==> src/rtl/fetch_unit_pkg.sv <==
// fetch_unit_pkg
// Purpose: shared types and constants for the instruction-fetch front end.
//   RESET_PC / INST_NOP : default reset PC and bubble instruction word
//   fetch_entry         : one buffered {pc, inst} pair
//   clog2()             : pointer width helper for the prefetch queue
package fetch_unit_pkg;

  localparam logic [31:0] RESET_PC = 32'h0000_0000;
  localparam logic [31:0] INST_NOP = 32'h0000_0000;

  typedef struct packed {
    logic [31:0] pc;
    logic [31:0] inst;
  } fetch_entry;

  function automatic int clog2(input int n);
    int r;
    r = 0;
    for (int v = 1; v < n; v = v * 2) r++;
    return r;
  endfunction

endpackage

==> src/rtl/fetch_fifo.sv <==
// fetch_fifo
// Purpose: registered prefetch queue of fetch_entry; head is always visible.
// Ports:
//   i_clk, i_rst      clock, synchronous active-high reset
//   i_push, i_data    write an entry at the tail
//   i_pop             consume the head (ignored when empty)
//   i_flush           empty the queue; wins over a same-cycle push
//   o_head            current head entry (undefined content when empty)
//   o_count           number of valid entries, 0..DEPTH
module fetch_fifo
  import fetch_unit_pkg::*;
#(
  parameter int DEPTH = 2,
  localparam int PW = clog2(DEPTH)
) (
  input  logic       i_clk,
  input  logic       i_rst,
  input  logic       i_push,
  input  logic       i_pop,
  input  logic       i_flush,
  input  fetch_entry i_data,
  output fetch_entry o_head,
  output logic [PW:0] o_count
);

  fetch_entry        r_mem [DEPTH];
  logic [PW-1:0]     r_wr_ptr;
  logic [PW-1:0]     r_rd_ptr;
  logic [PW:0]       r_count;
  logic              w_push;
  logic              w_pop;

  assign w_push  = i_push & ~i_flush;
  assign w_pop   = i_pop & (r_count != '0);
  assign o_head  = r_mem[r_rd_ptr];
  assign o_count = r_count;

  always_ff @(posedge i_clk) begin
    if (i_rst || i_flush) begin
      r_wr_ptr <= '0;
      r_rd_ptr <= '0;
      r_count  <= '0;
    end else begin
      if (w_push) r_wr_ptr <= r_wr_ptr + 1'b1;
      if (w_pop)  r_rd_ptr <= r_rd_ptr + 1'b1;
      r_count <= r_count + (PW+1)'(w_push) - (PW+1)'(w_pop);
    end
  end

  // Storage needs no reset: entries are only observed through r_count.
  always_ff @(posedge i_clk) begin
    if (!i_rst && w_push) r_mem[r_wr_ptr] <= i_data;
  end

  // The issue credit rule must make a push into a full, non-draining queue impossible.
  always @(posedge i_clk) begin
    assert (i_rst || !(w_push && !w_pop && r_count == (PW+1)'(DEPTH)));
  end

endmodule

==> src/rtl/fetch_unit.sv <==
// fetch_unit
// Purpose: instruction-fetch front end. Owns the PC, issues reads to a
// synchronous Imem (data one cycle after request), buffers returns in a
// prefetch queue and presents one {pc, inst} per cycle to FI/ID.
// Optional feature macro: FETCH_PERF_EN (adds stall/flush counters).
// Ports:
//   clk, rst                 clock, synchronous active-high reset
//   pause                    ID stall, holds the presented entry
//   redirect_valid/_pc       taken branch/jump from ID (pc[1:0] forced to 0)
//   imem_req/_addr/_rdata    Imem request, address and returned word
//   out_valid/_pc/_inst      presented instruction (pc=0, INST_NOP when idle)
//   perf_stall_cnt           [FETCH_PERF_EN] cycles with out_valid & pause
//   perf_flush_cnt           [FETCH_PERF_EN] accepted redirects
module fetch_unit #(
  parameter int          DEPTH    = 2,
  parameter logic [31:0] RESET_PC = fetch_unit_pkg::RESET_PC,
  parameter logic [31:0] INST_NOP = fetch_unit_pkg::INST_NOP
) (
  input  logic        clk,
  input  logic        rst,
  input  logic        pause,
  input  logic        redirect_valid,
  input  logic [31:0] redirect_pc,
  output logic        imem_req,
  output logic [31:0] imem_addr,
  input  logic [31:0] imem_rdata,
`ifdef FETCH_PERF_EN
  output logic [31:0] perf_stall_cnt,
  output logic [31:0] perf_flush_cnt,
`endif
  output logic        out_valid,
  output logic [31:0] out_pc,
  output logic [31:0] out_inst
);
  import fetch_unit_pkg::*;

  localparam int PW = clog2(DEPTH);

  logic [31:0] r_pc;
  logic [31:0] r_req_pc;
  logic        r_pending;
  logic [PW:0] w_count;
  fetch_entry  w_head;
  fetch_entry  w_push_data;
  logic        w_valid;
  logic        w_pop;
  logic        w_redirect;
  logic [PW+1:0] w_credit;

  assign w_valid    = (w_count != '0);
  assign w_pop      = w_valid & ~pause;
  assign w_redirect = redirect_valid & ~pause;

  // Entries held plus the one in flight, less the one leaving this cycle,
  // must stay below DEPTH so every return has a slot.
  assign w_credit = {1'b0, w_count} + (PW+2)'(r_pending) - (PW+2)'(w_pop);
  assign imem_req = ~rst & (w_credit < (PW+2)'(DEPTH));
  assign imem_addr = r_pc;

  assign w_push_data = '{pc: r_req_pc, inst: imem_rdata};

  // A redirect flushes the queue, which also drops a same-cycle return.
  fetch_fifo #(.DEPTH(DEPTH)) u_fifo (
    .i_clk   (clk),
    .i_rst   (rst),
    .i_push  (r_pending),
    .i_pop   (w_pop),
    .i_flush (w_redirect),
    .i_data  (w_push_data),
    .o_head  (w_head),
    .o_count (w_count)
  );

  always_ff @(posedge clk) begin
    if (rst) begin
      r_pc      <= RESET_PC;
      r_req_pc  <= RESET_PC;
      r_pending <= 1'b0;
    end else if (w_redirect) begin
      // Any request issued this cycle is killed by clearing pending.
      r_pc      <= redirect_pc & 32'hFFFF_FFFC;
      r_pending <= 1'b0;
    end else begin
      r_pending <= imem_req;
      if (imem_req) begin
        r_req_pc <= r_pc;
        r_pc     <= r_pc + 32'd4;
      end
    end
  end

  assign out_valid = w_valid;
  assign out_pc    = w_valid ? w_head.pc   : 32'h0;
  assign out_inst  = w_valid ? w_head.inst : INST_NOP;

`ifdef FETCH_PERF_EN
  logic [31:0] r_stall_cnt;
  logic [31:0] r_flush_cnt;

  always_ff @(posedge clk) begin
    if (rst) begin
      r_stall_cnt <= '0;
      r_flush_cnt <= '0;
    end else begin
      if (w_valid & pause) r_stall_cnt <= r_stall_cnt + 32'd1;
      if (w_redirect)      r_flush_cnt <= r_flush_cnt + 32'd1;
    end
  end

  assign perf_stall_cnt = r_stall_cnt;
  assign perf_flush_cnt = r_flush_cnt;
`endif

endmodule

==> config.mk <==
export PLATFORM = sky130hd
export DESIGN_NAME = fetch_unit
export DESIGN_NICKNAME = d
export VERILOG_FILES = /design/src/rtl/fetch_unit_pkg.sv /design/src/rtl/fetch_fifo.sv /design/src/rtl/fetch_unit.sv
export SDC_FILE = /design/constraint.sdc
export NUM_CORES = 1
export LEC_CHECK = 0
export ABC_CLOCK_PERIOD_IN_PS = 5600
export CAP_MARGIN = 25
export CORE_MARGIN = 8
export CORE_UTILIZATION = 51
export CTS_BUF_LIST = sky130_fd_sc_hd__clkbuf_16
export DETAILED_ROUTE_END_ITERATION = 8
export GPL_ROUTABILITY_DRIVEN = 0
export PLACE_DENSITY = 0.8
export SYNTH_ARGS = -nofsm -noshare
export SYNTH_HDL_FRONTEND = slang
export SYNTH_SLANG_ARGS = --single-unit
==> constraint.sdc <==
create_clock -name clk -period 5.6 [get_ports clk]
set_input_delay 1.68 -clock clk [delete_from_list [all_inputs] [get_ports clk]]
set_output_delay 1.68 -clock clk [all_outputs]
set_load 0.005 [all_outputs]
==> out/metrics.yaml, run 1 <==
worst_setup_path:
  start_kind: "input port"
  r2r_cells: 12
  critical_path_class: "input port to output port"
  worstPathRequired_ps: 3920
  worstSetupEndpointType: "output port"
  cp.arrival_ps: 3780
  critPathMaxFanout: 2
timing:
  relSlewSlack_pct: 42.8
  min_period_ps: 5460
  finClkSkew_ps: 7.75
  finalHoldViolCount: 0
  post-route-period-util_pct: 97.4
  drv_slew: 0
  worstMarginPinSlew_ps: 858
  setup_tns_ps: 0
  worst_hold_slack_ps: 455
  finalSetupViolCount: 0
  grt_setup_unrepaired: "false"
  max_freq_ghz: 0.183
clocking:
  cts.path.max_buffers: 2
  cts_sinks: 190
  cts_root_buffer: "clkbuf_16"
  clock_latency_ps: 420
  tritoncts: "yes"
  hold_buffers: 0
  clkTransAtPathRegs_ps: 70
  cts_htree_levels: 4
  cts_buffers: 17
detailed_routing:
  m1WireLength_mm: 7.81
  drt_iter0_drc: 352
  dr.pass1.iters: 5
  drt.antenna.violating_nets: 0
  drc: 0
  wire_per_inst_um: 17.8
  vias: 5342
  wl_met3_mm: 1.30
  vias_per_cell: 5.37
  drt-total-wl_mm: 17.6
  highest_layer: "met4"
  route.met2.wl_mm: 8.30
grt:
  grt_first_pass_wirelength_mm: 28.1
  grt_max_degree: 64
  antenna_found_initial: 0
  overflow: 0
  grt_util_all_layers_pct: 18.2
  grt_pass1_vias: 5458
floorplan:
  die_y_um: 139
  row_count: 45
  start_util_pct: 51.3
  die_w_um: 139
  die_area_sq_mm: 0.0193
  ioPinCount: 166
  fp.coreArea_sq_mm: 0.0150
synthesis:
  synth-edff-count: 124
  async_reset_ff_share_pct: 0
  synth_area_sq_mm: 0.00769
  synth_area_leaders: "edfxtp_1 (48%), dfxtp_1 (17%), mux2i_1 (8.5%), nor2_1 (5.2%), nand2_1 (3.5%)"
  yosysMostFrequentCell: "edfxtp_1"
  yosysTopAreaCell: "edfxtp_1"
  yosysWarnings: 0
  yosysSeqAreaShare_pct: 65.6
  synth.ff_latch_count: 190
  synth_top_area_share_pct: 48.4
  ys_top_cells_by_count: "edfxtp_1 (124), nor2_1 (106), nand2_1 (72), dfxtp_1 (66), mux2i_1 (65)"
  syn_inst: 639
  syn_avg_cell_area_sq_um: 12.0
  ys.flop_type: "edfxtp_1"
  ys_types: 37
finish:
  design_area_sq_mm: 0.0101
  area_growth_pct: 30.9
  drive_above_1_share_pct: 6.95
  diodes: 0
  nets: 866
  utilization_pct: 67.2
worst_hold_path:
  hold_path_depth: 0
  hold_class: "register to register"
placed_design:
  portBuffers: 159
  dpl-instance-area_sq_mm: 0.00950
  hpwl_mm: 11.8
flow_run:
  drv_cap: 0
power_and_ir_drop:
  leakage_nw: 3.36
  p_per_area_mw_per_mm2: 411
  power_mw: 4.14
  vdd_drop_max_mv: 0.305
outcome:
  status: "finished clean"
[layout by cell type (no fill, tap or decap), types with 3 or more instances in the layout]
cell	Yosys	routed
clkdlybuf4s50_1	0	157
edfxtp_1	124	124
nor2_1	106	103
nand2_1	72	72
mux2i_1	65	65
dfxtp_1	66	65
a21oi_1	31	31
a211oi_1	24	24
nand4_1	21	21
xor2_1	20	20
clkbuf_16	0	17
buf_4	6	13
inv_1	7	9
xnor2_1	7	7
nand3_1	6	6
and2_1	5	5
and4_1	5	5
ha_1	4	4
conb_1	1	4
nor3_1	3	3
and3_1	4	3
nor4_1	3	3
or3_1	3	3
o21ai_0	3	3
a311oi_1	3	3
clkinvlp_4	0	3
inv_8	0	3
[metrics by stage]
step / worst slack, ps / instances
after global routing: 3.62 / 994
after floorplan: 374 / 642
after detailed placement: -149 / 962
after global placement: -87.6 / 961
final: 143 / 994
after CTS: 104 / 994
[cell type report]
class | count | area, sq um
clock inverter | 15 | 136
inverter | 8 | 30.0
clock buffer | 17 | 425
multi-input combinational | 402 | 2460
tap | 188 | 235
fill | 1080 | 4910
sequential | 190 | 5050
timing repair buffer | 174 | 1730
[state kept, by name (all words and copies together) (netlist names), named ones only]
register	count
u_fifo.r_mem	124
imem_addr	30
r_req_pc	30
u_fifo.o_count	2
r_pending	1
u_fifo.r_rd_ptr	1
u_fifo.r_wr_ptr	1
[report_power, final]
group | switching (mW) | total (mW) | internal (mW)
combinational | 0.617 | 1.24 | 0.623
sequential | 0.104 | 1.75 | 1.64
clock | 0.528 | 1.15 | 0.621
[path summary, 6_finish.rpt]
kind / start / end / slack, ps
max reg2reg: u_fifo.o_count[1] / imem_addr[18] / 2510
min: r_req_pc[21] / u_fifo.r_mem[1][53] / 450
max: pause / imem_req / 140
min reg2reg: r_req_pc[21] / u_fifo.r_mem[1][53] / 450
[per-layer routing]
layer,global-route usage [%],up-vias
met2,30.0,180
li1,-,2572
met5,0,-
met1,22.5,2570
met4,6.01,0
met3,5.51,20
[logic make-up after synthesis]
family / count (synthesis) / synth area share [%]
other: 1 / 0.0488
adders and majority gates: 5 / 0.911
and+or+nand+nor: 238 / 13.9
AOI/OAI and AO/OA: 63 / 5.14
muxes: 65 / 8.46
buffers and inverters: 50 / 2.81
xor gates and xnor gates: 27 / 3.08
DFF: 190 / 65.6
[worst max-delay path, stage by stage]
cell             delay (ps)
clkdlybuf4s50_1         500
nor2_2                   60
ha_1                    280
inv_1                    70
nand2_1                  70
fa_1                    380
xor2_1                  170
nor3b_2                 300
clkdlybuf4s15_1         270
[what timing repair did]
action / CTS / global route
endpoints found under the setup margin: 1 / 1
gates resized for setup: 1 / 2
pin swaps: 1 / 1
setup buffers: 0 / 0
Note: power is estimated with default switching activity, not from simulation.
==> inputs of run 2 (changes only) <==
--- a/config.mk
+++ b/config.mk
@@ -8,11 +8,11 @@
 export ABC_CLOCK_PERIOD_IN_PS = 5600
 export CAP_MARGIN = 25
 export CORE_MARGIN = 8
-export CORE_UTILIZATION = 51
+export CORE_UTILIZATION = 40
 export CTS_BUF_LIST = sky130_fd_sc_hd__clkbuf_16
 export DETAILED_ROUTE_END_ITERATION = 8
 export GPL_ROUTABILITY_DRIVEN = 0
-export PLACE_DENSITY = 0.8
+export PLACE_DENSITY = 0.65
 export SYNTH_ARGS = -nofsm -noshare
 export SYNTH_HDL_FRONTEND = slang
 export SYNTH_SLANG_ARGS = --single-unit
==> run 2 against run 1 <==
Wire length is 2.6% higher. Largest cell class unchanged. Clock skew is essentially flat. Via count is 1.3% lower. Sequential share of layout area shrank 0.18 points.
==> out/metrics.yaml, run 2 (synthesis results as in run 1) <==
grt:
  overflow: 0  # unchanged
  grt_pass1_vias: 5503  # +0.82%
  grt_max_degree: 64  # unchanged
  antenna_found_initial: 1  # +1
  grt_first_pass_wirelength_mm: 28.8  # +2.5%
  grt_util_all_layers_pct: 15.1  # -3.1 points
placed_design:
  hpwl_mm: 12.1  # +2.6%
  portBuffers: 159  # unchanged
timing:
  post-route-period-util_pct: 96.8  # -0.61 points
  grt_setup_unrepaired: "false"
  worstMarginPinSlew_ps: 739  # -119 ps
  finalHoldViolCount: 0  # unchanged
  worst_hold_slack_ps: 451  # -3.34 ps
  relSlewSlack_pct: 50.7  # +7.9 points
  finClkSkew_ps: 8.06  # +0.317 ps
  max_freq_ghz: 0.184  # +0.63%
  finalSetupViolCount: 0  # unchanged
  min_period_ps: 5420  # -34.1 ps
  drv_slew: 0  # unchanged
worst_setup_path:
  worstPathRequired_ps: 3920  # about the same
  critPathMaxFanout: 2  # unchanged
  critical_path_class: "input port to output port"
  crit_path_max_incr_delay_ps: 420  # -80 ps
  timing.rr.start: "u_fifo.o_count[1]"
  start_kind: "input port"
  reg2reg_slack_ps: 2380  # -130 ps
  worstPathBufferInverterCount: 3  # unchanged
  crit_family: "buffers and inverters"
  r2r_cells: 12  # unchanged
  crit_chain: "clkdlybuf4s50_1 -> nor2_1 -> ha_1 -> inv_1 -> nand2_1 -> fa_1 -> xor2_1 -> nor3b_2 -> dlygate4sd2_1"
  timing.rr.end: "imem_addr[16]"
  slowest_stage: "clkdlybuf4s50_1"
  cp.arrival_ps: 3740  # -40 ps
  worstSetupEndpointType: "output port"
clocking:
  tritoncts: "yes"
  cts_root_buffer: "clkbuf_16"
  clkTransAtPathRegs_ps: 60  # about the same
  hold_buffers: 0  # unchanged
  cts_sinks: 190  # unchanged
  cts_htree_levels: 4  # unchanged
  clock_latency_ps: 420  # about the same
  cts.path.max_buffers: 2  # unchanged
  cts_buffers: 17  # unchanged
worst_hold_path:
  hold_path_depth: 0  # unchanged
  min-delay-start: "r_req_pc[31]"
  hold_class: "register to register"
  min_to: "u_fifo.r_mem[1][63]"
detailed_routing:
  drc: 0  # unchanged
  drt-total-wl_mm: 18.1  # +2.6%
  vias: 5272  # -1.3%
  drt_iter0_drc: 277  # -21%
  dr.pass1.iters: 4  # -1
  wire_per_inst_um: 17.4  # -1.8%
  vias_per_cell: 5.08  # -5.5%
  drt.antenna.violating_nets: 0  # unchanged
finish:
  multi_input_area_sq_mm: 0.00246  # -0.10%
  regMostFlops: "u_fifo.r_mem"
  area_growth_pct: 31.4
  diodes: 0  # unchanged
  nets: 864  # -0.23%
  nFillCells: 1596  # +48%
  seqCellArea_sq_mm: 0.00505  # unchanged
  final_cell_mix: "clkdlybuf4s50_1 (157), edfxtp_1 (124), nor2_1 (104), nand2_1 (72)"
  drive_above_1_share_pct: 6.97  # +0.017 points
  final_common_cell: "clkdlybuf4s50_1"
  largest_reg_flops: 124  # unchanged
power_and_ir_drop:
  vdd_drop_max_mv: 0.246  # -20%
  leakage_nw: 3.35  # -0.31%
  p_per_area_mw_per_mm2: 408  # -0.76%
  power_mw: 4.12  # -0.40%
floorplan:
  ioPinCount: 166  # unchanged
  die_w_um: 155  # +11%
  row_count: 50  # +11%
  die_y_um: 155  # +11%
  fp.coreArea_sq_mm: 0.0188  # +25%
  start_util_pct: 41.0  # -10 points
  die_area_sq_mm: 0.0239  # +24%
flow_run:
  drv_cap: 0  # unchanged
outcome:
  status: "finished clean"
-- run 2: area by class of cell --
| class | instances | area share (%) |
|---|---|---|
| tap | 234 | 2.90 |
| timing repair buffer | 172 | 17.0 |
| clock buffer | 17 | 4.21 |
| sequential | 190 | 50.0 |
| multi-input combinational | 402 | 24.3 |
| clock inverter | 15 | 1.32 |
| inverter | 8 | 0.297 |
-- run 2: worst register-to-register path, delay by kind of cell (launching register included) --
| family | cells | cell delay [ps] |
|---|---|---|
| xor gates and xnor gates | 1 | 170 |
| buffers and inverters | 2 | 220 |
| adders and majority gates | 2 | 640 |
| and+or+nand+nor | 6 | 1340 |
| DFF | 1 | 460 |
| AOI/OAI and AO/OA | 1 | 290 |
-- run 2: through the flow --
stage	TNS (ps)	worst slack (ps)	area, sq um	utilization, %	instances
floorplan	0	374	7700	-	642
global placement	-108	-108	9520	50.7	1005
detailed placement	-112	-112	9550	50.9	1006
CTS	0	156	10100	53.8	1038
global route	0	3.07	10100	53.8	1038
finish	0	177	10100	53.8	1038
-- run 2: repair_timing --
action                                  CTS  global route
endpoints found under the setup margin    1             0
gates resized for setup                   1             0
hold endpoints to repair                  0             0
buffers inserted                          0             0
-- run 2: power by group --
| part | switching, mW | leakage, nW | total [mW] | internal [mW] |
|---|---|---|---|---|
| Sequential | 0.113 | 1.71 | 1.75 | 1.64 |
| Clock | 0.545 | 0.276 | 1.13 | 0.585 |
| Combinational | 0.609 | 1.37 | 1.23 | 0.626 |
| Total | 1.27 | 3.35 | 4.12 | 2.85 |
-- run 2: layer usage --
layer	share of wire [%]	wire length (um)	vias to the layer above	global-route usage (%)
li1	-	-	2578	-
met1	44	8050	2553	18.3
met2	48	8660	128	25.1
met3	6.7	1220	11	5.07
met4	0.89	161	2	4.43
met5	0.072	13	-	0
-- run 2: how the worst max path moves through the flow --
stage          slack, ps  start  cells after the start                  to
6_report             180  pause                      9            imem_req
5_1_grt                3  pause                      9            imem_req
4_1_cts              160  pause                      9            imem_req
3_5_place_dp        -110  pause                      9            imem_req
3_3_place_gp        -110  pause                      9            imem_req
2_1_floorplan        370    rst                      4  u_fifo.r_mem[0][0]
==> inputs of run 3 (changes only) <==
--- a/config.mk
+++ b/config.mk
@@ -8,11 +8,11 @@
 export ABC_CLOCK_PERIOD_IN_PS = 5600
 export CAP_MARGIN = 25
 export CORE_MARGIN = 8
-export CORE_UTILIZATION = 40
+export CORE_UTILIZATION = 30
 export CTS_BUF_LIST = sky130_fd_sc_hd__clkbuf_16
 export DETAILED_ROUTE_END_ITERATION = 8
 export GPL_ROUTABILITY_DRIVEN = 0
-export PLACE_DENSITY = 0.65
+export PLACE_DENSITY = 0.48
 export SYNTH_ARGS = -nofsm -noshare
 export SYNTH_HDL_FRONTEND = slang
 export SYNTH_SLANG_ARGS = --single-unit
==> run 3 against run 2 <==
Worst hold slack gained 11 ps. Sequential power is essentially flat. Global-route usage is 3.1 points lower. Largest power group unchanged.
==> out/metrics.yaml, run 3 (synthesis results as in run 1) <==
outcome:
  status: "finished clean"
timing:
  worstMarginPinSlew_ps: 993  # +254 ps
  grt_setup_unrepaired: "false"
  min_period_ps: 5460  # +40.8 ps
  drv_slew: 0  # unchanged
  finalSetupViolCount: 0  # unchanged
  finalHoldViolCount: 0  # unchanged
  finClkSkew_ps: 12.6  # +4.56 ps
  post-route-period-util_pct: 97.6  # +0.73 points
  max_freq_ghz: 0.183  # -0.75%
  relSlewSlack_pct: 33.8  # -17 points
power_and_ir_drop:
  p_per_area_mw_per_mm2: 405  # -0.60%
  p_int_mw: 2.84  # -0.33%
  sw_frac_of_total_pct: 31.2  # +0.47 points
  switchingPower_mw: 1.29  # +1.9%
  vdd_drop_max_mv: 0.251  # +2.2%
  power_frac_comb_pct: 28.6  # -1.4 points
  leakage_nw: 3.35  # about the same
  power_frac_seq_pct: 43.1  # +0.5 points
  power_mw: 4.13  # +0.35%
  clockPowerShare_pct: 28.2  # +0.8 points
worst_hold_path:
  hold_class: "register to register"
worst_setup_path:
  crit_start: "pause"
  crit_end: "imem_req"
  cp.arrival_ps: 3780  # +40 ps
  critPathMaxFanout: 2  # unchanged
  timing.rr.start: "u_fifo.o_count[1]"
  critical_path_class: "input port to output port"
  r2r_cells: 11  # -1
  reg2reg_slack_ps: 2560  # +180 ps
  worstPathRequired_ps: 3920  # about the same
  start_kind: "input port"
  timing.rr.end: "imem_addr[18]"
  worstSetupEndpointType: "output port"
clocking:
  post_cts_resized: 2  # +1
  cts_sinks: 190  # unchanged
  tritoncts: "yes"
  cts_root_buffer: "clkbuf_16"
  hold_buffers: 0  # unchanged
  cts_htree_levels: 4  # unchanged
  clock_latency_ps: 430  # about the same
  postCtsSetupRepairBufs: 0  # unchanged
  clkTransAtPathRegs_ps: 70  # about the same
  cts_buffers: 17  # unchanged
  cts.path.max_buffers: 2  # unchanged
finish:
  utilization_pct: 40.5  # -13 points
  design_area_sq_mm: 0.0102  # +0.95%
  final_common_cell: "clkdlybuf4s50_1"
  drive_above_1_share_pct: 6.97  # +0.0087 points
  area_growth_pct: 32.7
  regMostFlops: "u_fifo.r_mem"
  largest_reg_flops: 124  # unchanged
  nets: 863  # -0.12%
  diodes: 0  # unchanged
  final_cell_mix: "clkdlybuf4s50_1 (157), edfxtp_1 (124), nor2_1 (103), nand2_1 (72)"
detailed_routing:
  drt.antenna.violating_nets: 0  # unchanged
  drt-total-wl_mm: 18.7  # +3.1%
  drc: 0  # unchanged
  dr.pass1.iters: 5  # +1
  vias_per_cell: 4.58  # -9.8%
  wire_per_inst_um: 16.5  # -5.5%
  drt_iter0_drc: 206  # -26%
  vias: 5193  # -1.5%
placed_design:
  portBuffers: 159  # unchanged
  hpwl_mm: 12.6  # +4.0%
  dpl-instance-area_sq_mm: 0.00963  # +0.84%
flow_run:
  drv_cap: 0  # unchanged
floorplan:
  start_util_pct: 30.5  # -10 points
  row_count: 58  # +16%
  ioPinCount: 166  # unchanged
  die_w_um: 176  # +14%
  fp.coreArea_sq_mm: 0.0252  # +34%
  die_area_sq_mm: 0.0310  # +30%
  die_y_um: 176  # +14%
grt:
  antenna_found_initial: 0  # -1
  grt_first_pass_wirelength_mm: 29.6  # +2.7%
  grt_max_degree: 64  # unchanged
  grt_pass1_vias: 5540  # +0.67%
  grt_util_all_layers_pct: 12.0  # -3.1 points
  overflow: 0  # unchanged
## run 3: cell types whose count changed in the layout (fill, tap and decap cells not counted), sizes merged
cell      delta
buf          -1
clkinv       -4
clkinvlp     -1
inv          +5
## run 3: critical path, stage by stage
cell and delay [ps]:
clkdlybuf4s50_1 520, nor2_2 70, ha_1 280, inv_1 70, nand2_1 60, fa_1 370
xor2_1 180, nor3b_2 270, dlygate4sd2_1 270
## run 3: worst min path at each step
stage	startpoint	endpoint	slack, ps	cells after the start
6_report	r_req_pc[4]	u_fifo.r_mem[0][36]	460	0
5_1_grt	r_req_pc[9]	u_fifo.r_mem[1][41]	470	0
4_1_cts	r_req_pc[29]	u_fifo.r_mem[0][61]	460	0
3_5_place_dp	r_req_pc[9]	u_fifo.r_mem[0][41]	440	0
3_3_place_gp	r_req_pc[29]	u_fifo.r_mem[0][61]	430	0
2_1_floorplan	r_req_pc[2]	u_fifo.r_mem[0][34]	430	0
## run 3: through the flow
stage | hold WS (ps) | worst slack [ps] | TNS, ps | instances
6_report | 462 | 136 | 0 | 1133
5_1_grt | 472 | 11.6 | 0 | 1133
4_1_cts | 461 | 124 | 0 | 1133
3_5_place_dp | 443 | -164 | -164 | 1101
2_1_floorplan | 425 | 374 | 0 | 642
3_3_place_gp | 431 | -193 | -193 | 1101
## run 3: area by class of cell
cell class / instances / area (sq um)
fill: 2421 / 15000
inverter: 8 / 30.0
tap: 330 / 413
clock buffer: 17 / 425
sequential: 190 / 5050
multi-input combinational: 402 / 2460
clock inverter: 15 / 148
timing repair buffer: 171 / 1680
## run 3: metal layers
metal  share of wire [%]  GRT usage, %
met2                  47          19.5
met4                0.89          3.60
met3                 5.9          3.46
met1                  46          15.2
met5                   0             0
## run 3: power groups by stage
stage / Combinational (mW) / Clock (mW) / Sequential, mW
floorplan: 0.616 / 0 / 1.74
CTS: 1.22 / 1.21 / 1.79
finish: 1.18 / 1.17 / 1.78
detailed placement: 1.22 / 0 / 1.82
global route: 1.31 / 1.27 / 1.81
global placement: 1.21 / 0 / 1.81
